### config.mk
export PLATFORM = sky130hd
export DESIGN_NAME = bp_fxp_mul
export DESIGN_NICKNAME = d
export VERILOG_FILES = /design/src/rtl/dqn_pkg.sv /design/src/rtl/bp_fxp_mul.sv
export SDC_FILE = /design/constraint.sdc
export NUM_CORES = 1
export LEC_CHECK = 0
export ABC_AREA = 1
export ABC_CLOCK_PERIOD_IN_PS = 15600
export CORE_MARGIN = 2
export CORE_UTILIZATION = 45
export DETAILED_ROUTE_END_ITERATION = 10
export GPL_TIMING_DRIVEN = 0
export SLEW_MARGIN = 25
export SYNTH_ARGS = -nofsm -noshare
export SYNTH_HDL_FRONTEND = slang
export SYNTH_SLANG_ARGS = --single-unit
### constraint.sdc
create_clock -name vclk -period 15.6
set_clock_uncertainty 0.15 [all_clocks]
set_input_delay 1.56 -clock vclk [all_inputs]
set_output_delay 1.56 -clock vclk [all_outputs]
set_load 0.01 [all_outputs]
### src/rtl/dqn_pkg.sv
// dqn_pkg: layer widths, Q6.10 data type and backward-pass FSM states shared by the DQN blocks.
package dqn_pkg;

  localparam int N_IN  = 9;
  localparam int N_HID = 5;
  localparam int N_OUT = 4;
  localparam int FRAC  = 10;

  typedef logic signed [15:0] q6_10_t;

  localparam q6_10_t ONE   = 16'sh0400;
  localparam q6_10_t Q_MAX = 16'sh7FFF;
  localparam q6_10_t Q_MIN = 16'sh8000;

  typedef enum logic [2:0] {
    IDLE = 3'd0,
    ERR  = 3'd1,
    OUT  = 3'd2,
    HID  = 3'd3,
    INP  = 3'd4,
    DONE = 3'd5
  } bp_state_t;

  // Clamp a 17-bit signed difference into Q6.10 range.
  function automatic q6_10_t sat17(input logic signed [16:0] v);
    if (v[16] != v[15]) begin
      sat17 = v[16] ? Q_MIN : Q_MAX;
    end else begin
      sat17 = v[15:0];
    end
  endfunction

endpackage

### src/rtl/bp_fxp_mul.sv
// bp_fxp_mul: signed Q6.10 multiply, rescale to Q6.10, then arithmetic right shift by i_shift.
// With BACK_PROP_SAT_EN defined the rescaled slice saturates instead of wrapping.
module bp_fxp_mul
  import dqn_pkg::*;
(
  input  logic signed [15:0] i_a,
  input  logic signed [15:0] i_b,
  input  logic [3:0]         i_shift,
  output logic signed [15:0] o_p
);

  logic signed [31:0] w_prod;
  logic signed [15:0] w_slice;
  logic               w_unused;

  assign w_prod   = i_a * i_b;
  assign w_unused = ^{w_prod[31:FRAC+16], w_prod[FRAC-1:0]};

`ifdef BACK_PROP_SAT_EN
  // Saturate when the bits above the slice are not a pure sign extension of it.
  always_comb begin
    if (w_prod[31:FRAC+15] == {(17-FRAC){w_prod[FRAC+15]}}) begin
      w_slice = w_prod[FRAC+15:FRAC];
    end else if (w_prod[31]) begin
      w_slice = Q_MIN;
    end else begin
      w_slice = Q_MAX;
    end
  end
`else
  assign w_slice = w_prod[FRAC+15:FRAC];
`endif

  assign o_p = w_slice >>> i_shift;

endmodule

==> impl_metrics.py, run 1 <==
metrics = {
    "placement": {
        "place.gp.congestion": 0.894,
        "place_area_mm2": 0.0103,
        "io_buffer_count": 36,
        "pre_cts_slack_ns": 5.08,
        "hpwlAfterDp_mm": 22.5,
    },
    "worst_setup_path": {
        "critPathArrivalTime_ns": 8.84,
        "cp_max_fo": 10,
        "critPathLaunchType": "input pin",
        "crit_type": "in2out",
        "end_kind": "output port",
        "required_ns": 13.89,
    },
    "cells_and_area": {
        "area_delta_synth_final_pct": 7.31,
        "final_cell_area_mm2": 0.0103,
        "num_antenna_cells": 0,
        "seq_area_um2": 0,
        "seq_cell_count": 0,
        "nNetsFinal": 1751,
        "drive_gt1_frac": 0.0195,
        "nClkBuffers": 0,
    },
    "sta": {
        "post-route-period-util": 0.676,
        "period_minus_slack_ns": 10.55,
        "setup_ws_ns": 5.05,
        "setup_tns_ns": 0,
        "maxSlewViolCount": 0,
        "hold_viol": 0,
        "rsz0062_at_grt": "false",
        "final-setup-viol-count": 0,
        "worst_slew_pin_slew_ns": 0.847,
        "max_slew_margin": 0.435,
        "whs_ns": 3.72,
        "timing.fmax_mhz": 94.8,
    },
    "floorplanning": {
        "core-area_mm2": 0.0210,
        "die_x_um": 150,
        "rows": 53,
        "dieArea_mm2": 0.0226,
        "ios": 52,
        "die_height_um": 150,
        "start_util": 0.458,
    },
    "hold_path": {
        "min_path_type": "in2out",
        "min_to": "o_p[5]",
        "worstHoldStart": "i_shift[3]",
        "hold_path_depth": 4,
    },
    "logic_synthesis": {
        "synth_most_common_cell": "inv_1",
        "yosysWarnings": 0,
        "avgSynthCellArea_um2": 6.89,
        "ys_seq_area_frac": 0,
        "synthDistinctLibCells": 35,
        "syn_inst": 1397,
        "yosysTopAreaCellShare": 0.432,
        "netlist_top_cells_count": "inv_1, nand2_1, fa_1",
        "syn_nets": 1713,
        "synth_top_area_cell": "fa_1",
        "syn_area_mm2": 0.00963,
        "synth_area_leaders": "fa_1, inv_1, nand2_1",
    },
    "route": {
        "dr.pass1.iters": 5,
        "avgRoutedWirePerCell_um": 15.2,
        "routed_wl_mm": 25.9,
        "ant_nets": 0,
        "drc": 0,
        "drtIter0Drc": 411,
        "num_vias": 8339,
        "via_per_inst": 4.88,
    },
    "clocking": {
        "cts_setup_buffers": 0,
        "cts_hold_buf": 0,
        "post_cts_resized": 0,
    },
    "grt": {
        "grt_pass1_vias": 8428,
        "grt_use_met2": 0.415,
        "antenna_found_initial": 0,
        "grt.busiest_layer": "met2",
        "grt_use_met1": 0.341,
        "grt.overflow.total": 0,
        "grt_usage": 0.245,
        "grt_max_degree": 11,
        "grt_use_met3": 0.0255,
        "grt_pass1_wl_mm": 42.7,
    },
    "job": {
        "maxCapViolCount": 0,
    },
    "status": {
        "status": "complete, no violations",
    },
}
==> routing by layer <==
layer / vias to the layer above / wire length (um) / part of all wire
met5: - / 0 / 0
met4: 0 / 614 / 0.024
met3: 36 / 1520 / 0.059
met2: 214 / 12200 / 0.47
met1: 4035 / 11600 / 0.45
li1: 4054 / - / -
==> cell type report <==
class / instances / area, um2
multi-input combinational: 922 / 7840
buffer: 55 / 218
inverter: 420 / 1580
tap: 275 / 344
fill: 2228 / 10700
timing repair buffer: 36 / 360
==> through the flow <==
step | utilization | std cells
finish | 0.492 | 1708
global route | 0.492 | 1708
CTS | 0.492 | 1708
detailed placement | 0.492 | 1708
global placement | 0.492 | 1708
floorplan | - | 1397
==> worst max path at each step <==
stage | depth (start not counted) | start | end
2_1_floorplan | 29 | i_b[7] | o_p[13]
6_report | 26 | i_a[12] | o_p[0]
3_3_place_gp | 28 | i_a[12] | o_p[0]
4_1_cts | 28 | i_a[12] | o_p[0]
5_1_grt | 30 | i_a[7] | o_p[12]
3_5_place_dp | 28 | i_a[12] | o_p[0]
==> layout by cell type (no fill, tap or decap), drive strengths merged, types with 4 or more instances in the layout <==
cell,n
a21oi,24
buf,7
clkbuf,48
clkdlybuf4s50,36
fa,208
ha,72
inv,420
nand2,416
nand3,109
nand4,8
nor2,42
nor3,4
o21ai,7
o21bai,6
or2,9
==> logic make-up after synthesis <==
kind of cell,share of synthesized area
AOI/OAI and AO/OA,0.0269
xor gates and xnor gates,0.00364
adders and majority gates,0.526
buffers and inverters,0.186
and+or+nand+nor,0.257
==> worst max-delay path, stage by stage <==
cell and delay [ns]:
clkdlybuf4s50_1 0.68, clkbuf_1 0.63, nand2_1 0.16, fa_1 0.56, fa_1 0.52, fa_1 0.51, inv_1 0.06, fa_1 0.49
fa_1 0.49, inv_1 0.05, fa_1 0.53, inv_1 0.06, ha_1 0.39, nand2_1 0.15, nor4_1 0.50, nand4_1 0.24
nand3_1 0.12, nand2_1 0.07, nand3_1 0.09, nand2_1 0.06, nand2_1 0.07, nand2_1 0.06, nand2_1 0.08, nand3_1 0.10
nand2_1 0.07, clkdlybuf4s50_1 0.52
Power of run 1 is not shown: default switching activity piles up to over one toggle a cycle in this logic, so the estimate is an artifact.
==> run 2, diff against run 1 <==
Settings changed: ABC_CLOCK_PERIOD_IN_PS 15600 to 8800, PLACE_DENSITY set to 0.65.
Clock period 15.6 ns to 8.8 ns, I/O delays scaled along.
==> run 2 against run 1 <==
Critical path depth is 4 higher. Hold slack worse by 1.4 ns. Design area is 0.90% higher. Critical path type unchanged.
==> impl_metrics.py, run 2 (synthesis gave the netlist of run 1 again) <==
metrics = {
    "status": {
        "status": "complete, no violations",
    },
    "sta": {
        "timing.fmax_mhz": 118,
        "worst_slew_pin_slew_ns": 0.531,
        "maxSlewViolCount": 0,
        "final-setup-viol-count": 0,
        "post-route-period-util": 0.962,
        "rsz0062_at_grt": "true",
        "max_slew_margin": 0.646,
        "hold_viol": 0,
        "whs_ns": 2.35,
        "period_minus_slack_ns": 8.46,
    },
    "floorplanning": {
        "ios": 52,
        "start_util": 0.458,
        "die_x_um": 150,
        "core-area_mm2": 0.0210,
        "die_height_um": 150,
        "dieArea_mm2": 0.0226,
        "rows": 53,
    },
    "cells_and_area": {
        "multi_input_area_mm2": 0.00785,
        "nClkBuffers": 0,
        "layout_commonest_cell": "inv_1",
        "most-common-layout-cells": "inv_1, nand2_1, fa_1",
        "area_delta_synth_final_pct": 8.28,
        "num_antenna_cells": 0,
        "fillers": 2128,
        "drive_gt1_frac": 0.0496,
        "seq_area_um2": 0,
        "seq_cell_count": 0,
        "nNetsFinal": 1749,
    },
    "route": {
        "routed_wl_mm": 25.6,
        "drc": 0,
        "ant_nets": 0,
        "drtIter0Drc": 568,
        "avgRoutedWirePerCell_um": 15.0,
        "dr.pass1.iters": 7,
        "via_per_inst": 4.91,
        "num_vias": 8383,
    },
    "grt": {
        "grt_use_met1": 0.337,
        "grt_usage": 0.242,
        "grt.busiest_layer": "met2",
        "grt_pass1_vias": 8481,
        "grt.overflow.total": 0,
        "grt_use_met3": 0.0239,
        "antenna_found_initial": 0,
        "grt_pass1_wl_mm": 42.6,
        "grt_use_met2": 0.413,
        "grt_max_degree": 12,
    },
    "worst_setup_path": {
        "cp_max_fo": 10,
        "slowest_stage": "clkdlybuf4s50_1",
        "critPathLaunchType": "input pin",
        "critPathArrivalTime_ns": 7.43,
        "crit_type": "in2out",
        "end_kind": "output port",
        "required_ns": 7.77,
        "cp_common_cell": "nand2_1",
        "crit_family": "adder cells",
        "critPathBufInv": 8,
        "max_stage_delay_ns": 0.74,
    },
    "placement": {
        "place.gp.congestion": 0.896,
        "hpwlAfterDp_mm": 22.2,
        "io_buffer_count": 36,
    },
    "clocking": {
        "cts_setup_buffers": 0,
    },
    "job": {
        "maxCapViolCount": 0,
    },
    "hold_path": {
        "min_path_type": "in2out",
    },
}
## run 2: cell types whose count changed in the layout (fill, tap and decap cells not counted), moves of 2 or more
cell / change
clkbuf_1: -38
clkbuf_2: +25
clkbuf_4: +11
clkdlybuf4s50_1: -10
dlymetal6s2s_1: +7
buf_6: +2
ha_1: -2
ha_2: +2
## run 2: worst min-delay path, delay by kind of cell
kind | cells | cell delay, ns
buf+inv | 2 | 0.63
simple gates | 2 | 0.12
## run 2: path summary, 6_finish.rpt
path / from / to / slack [ns] / cells past startpoint
setup / recovery: i_a[0] / o_p[7] / 0.34 / 30
hold / removal: i_shift[3] / o_p[6] / 2.35 / 4
## run 2: cell type report
cell class                 instances  share of cell area
timing repair buffer              36              0.0348
inverter                         420               0.151
tap                              275              0.0330
buffer                            53              0.0286
multi-input combinational        922               0.752
## run 2: through the flow
stage	setup WS, ns	area (um2)	instances	setup TNS (ns)	util
floorplan	1.56	9630	1397	0	-
global placement	-0.224	10300	1708	-2.81	0.492
detailed placement	-0.247	10300	1708	-3.09	0.492
CTS	0.00924	10400	1707	0	0.492
global route	-0.00282	10400	1706	-0.00282	0.496
finish	0.337	10400	1706	0	0.496
## run 2: what timing repair did
| item | in CTS | in global routing |
|---|---|---|
| gates resized for setup | 18 | 91 |
| hold buffers | 0 | 0 |
| endpoints found under the hold margin | 0 | 0 |
| setup endpoints to repair | 15 | 15 |
| pin swaps | 0 | 0 |
## run 2: metal layers
layer | up-vias | wire length (um)
met2 | 207 | 12200
met4 | 0 | 621
li1 | 4061 | -
met1 | 4081 | 11400
met5 | - | 0
met3 | 34 | 1370
Power of run 2 is left out for the same reason.
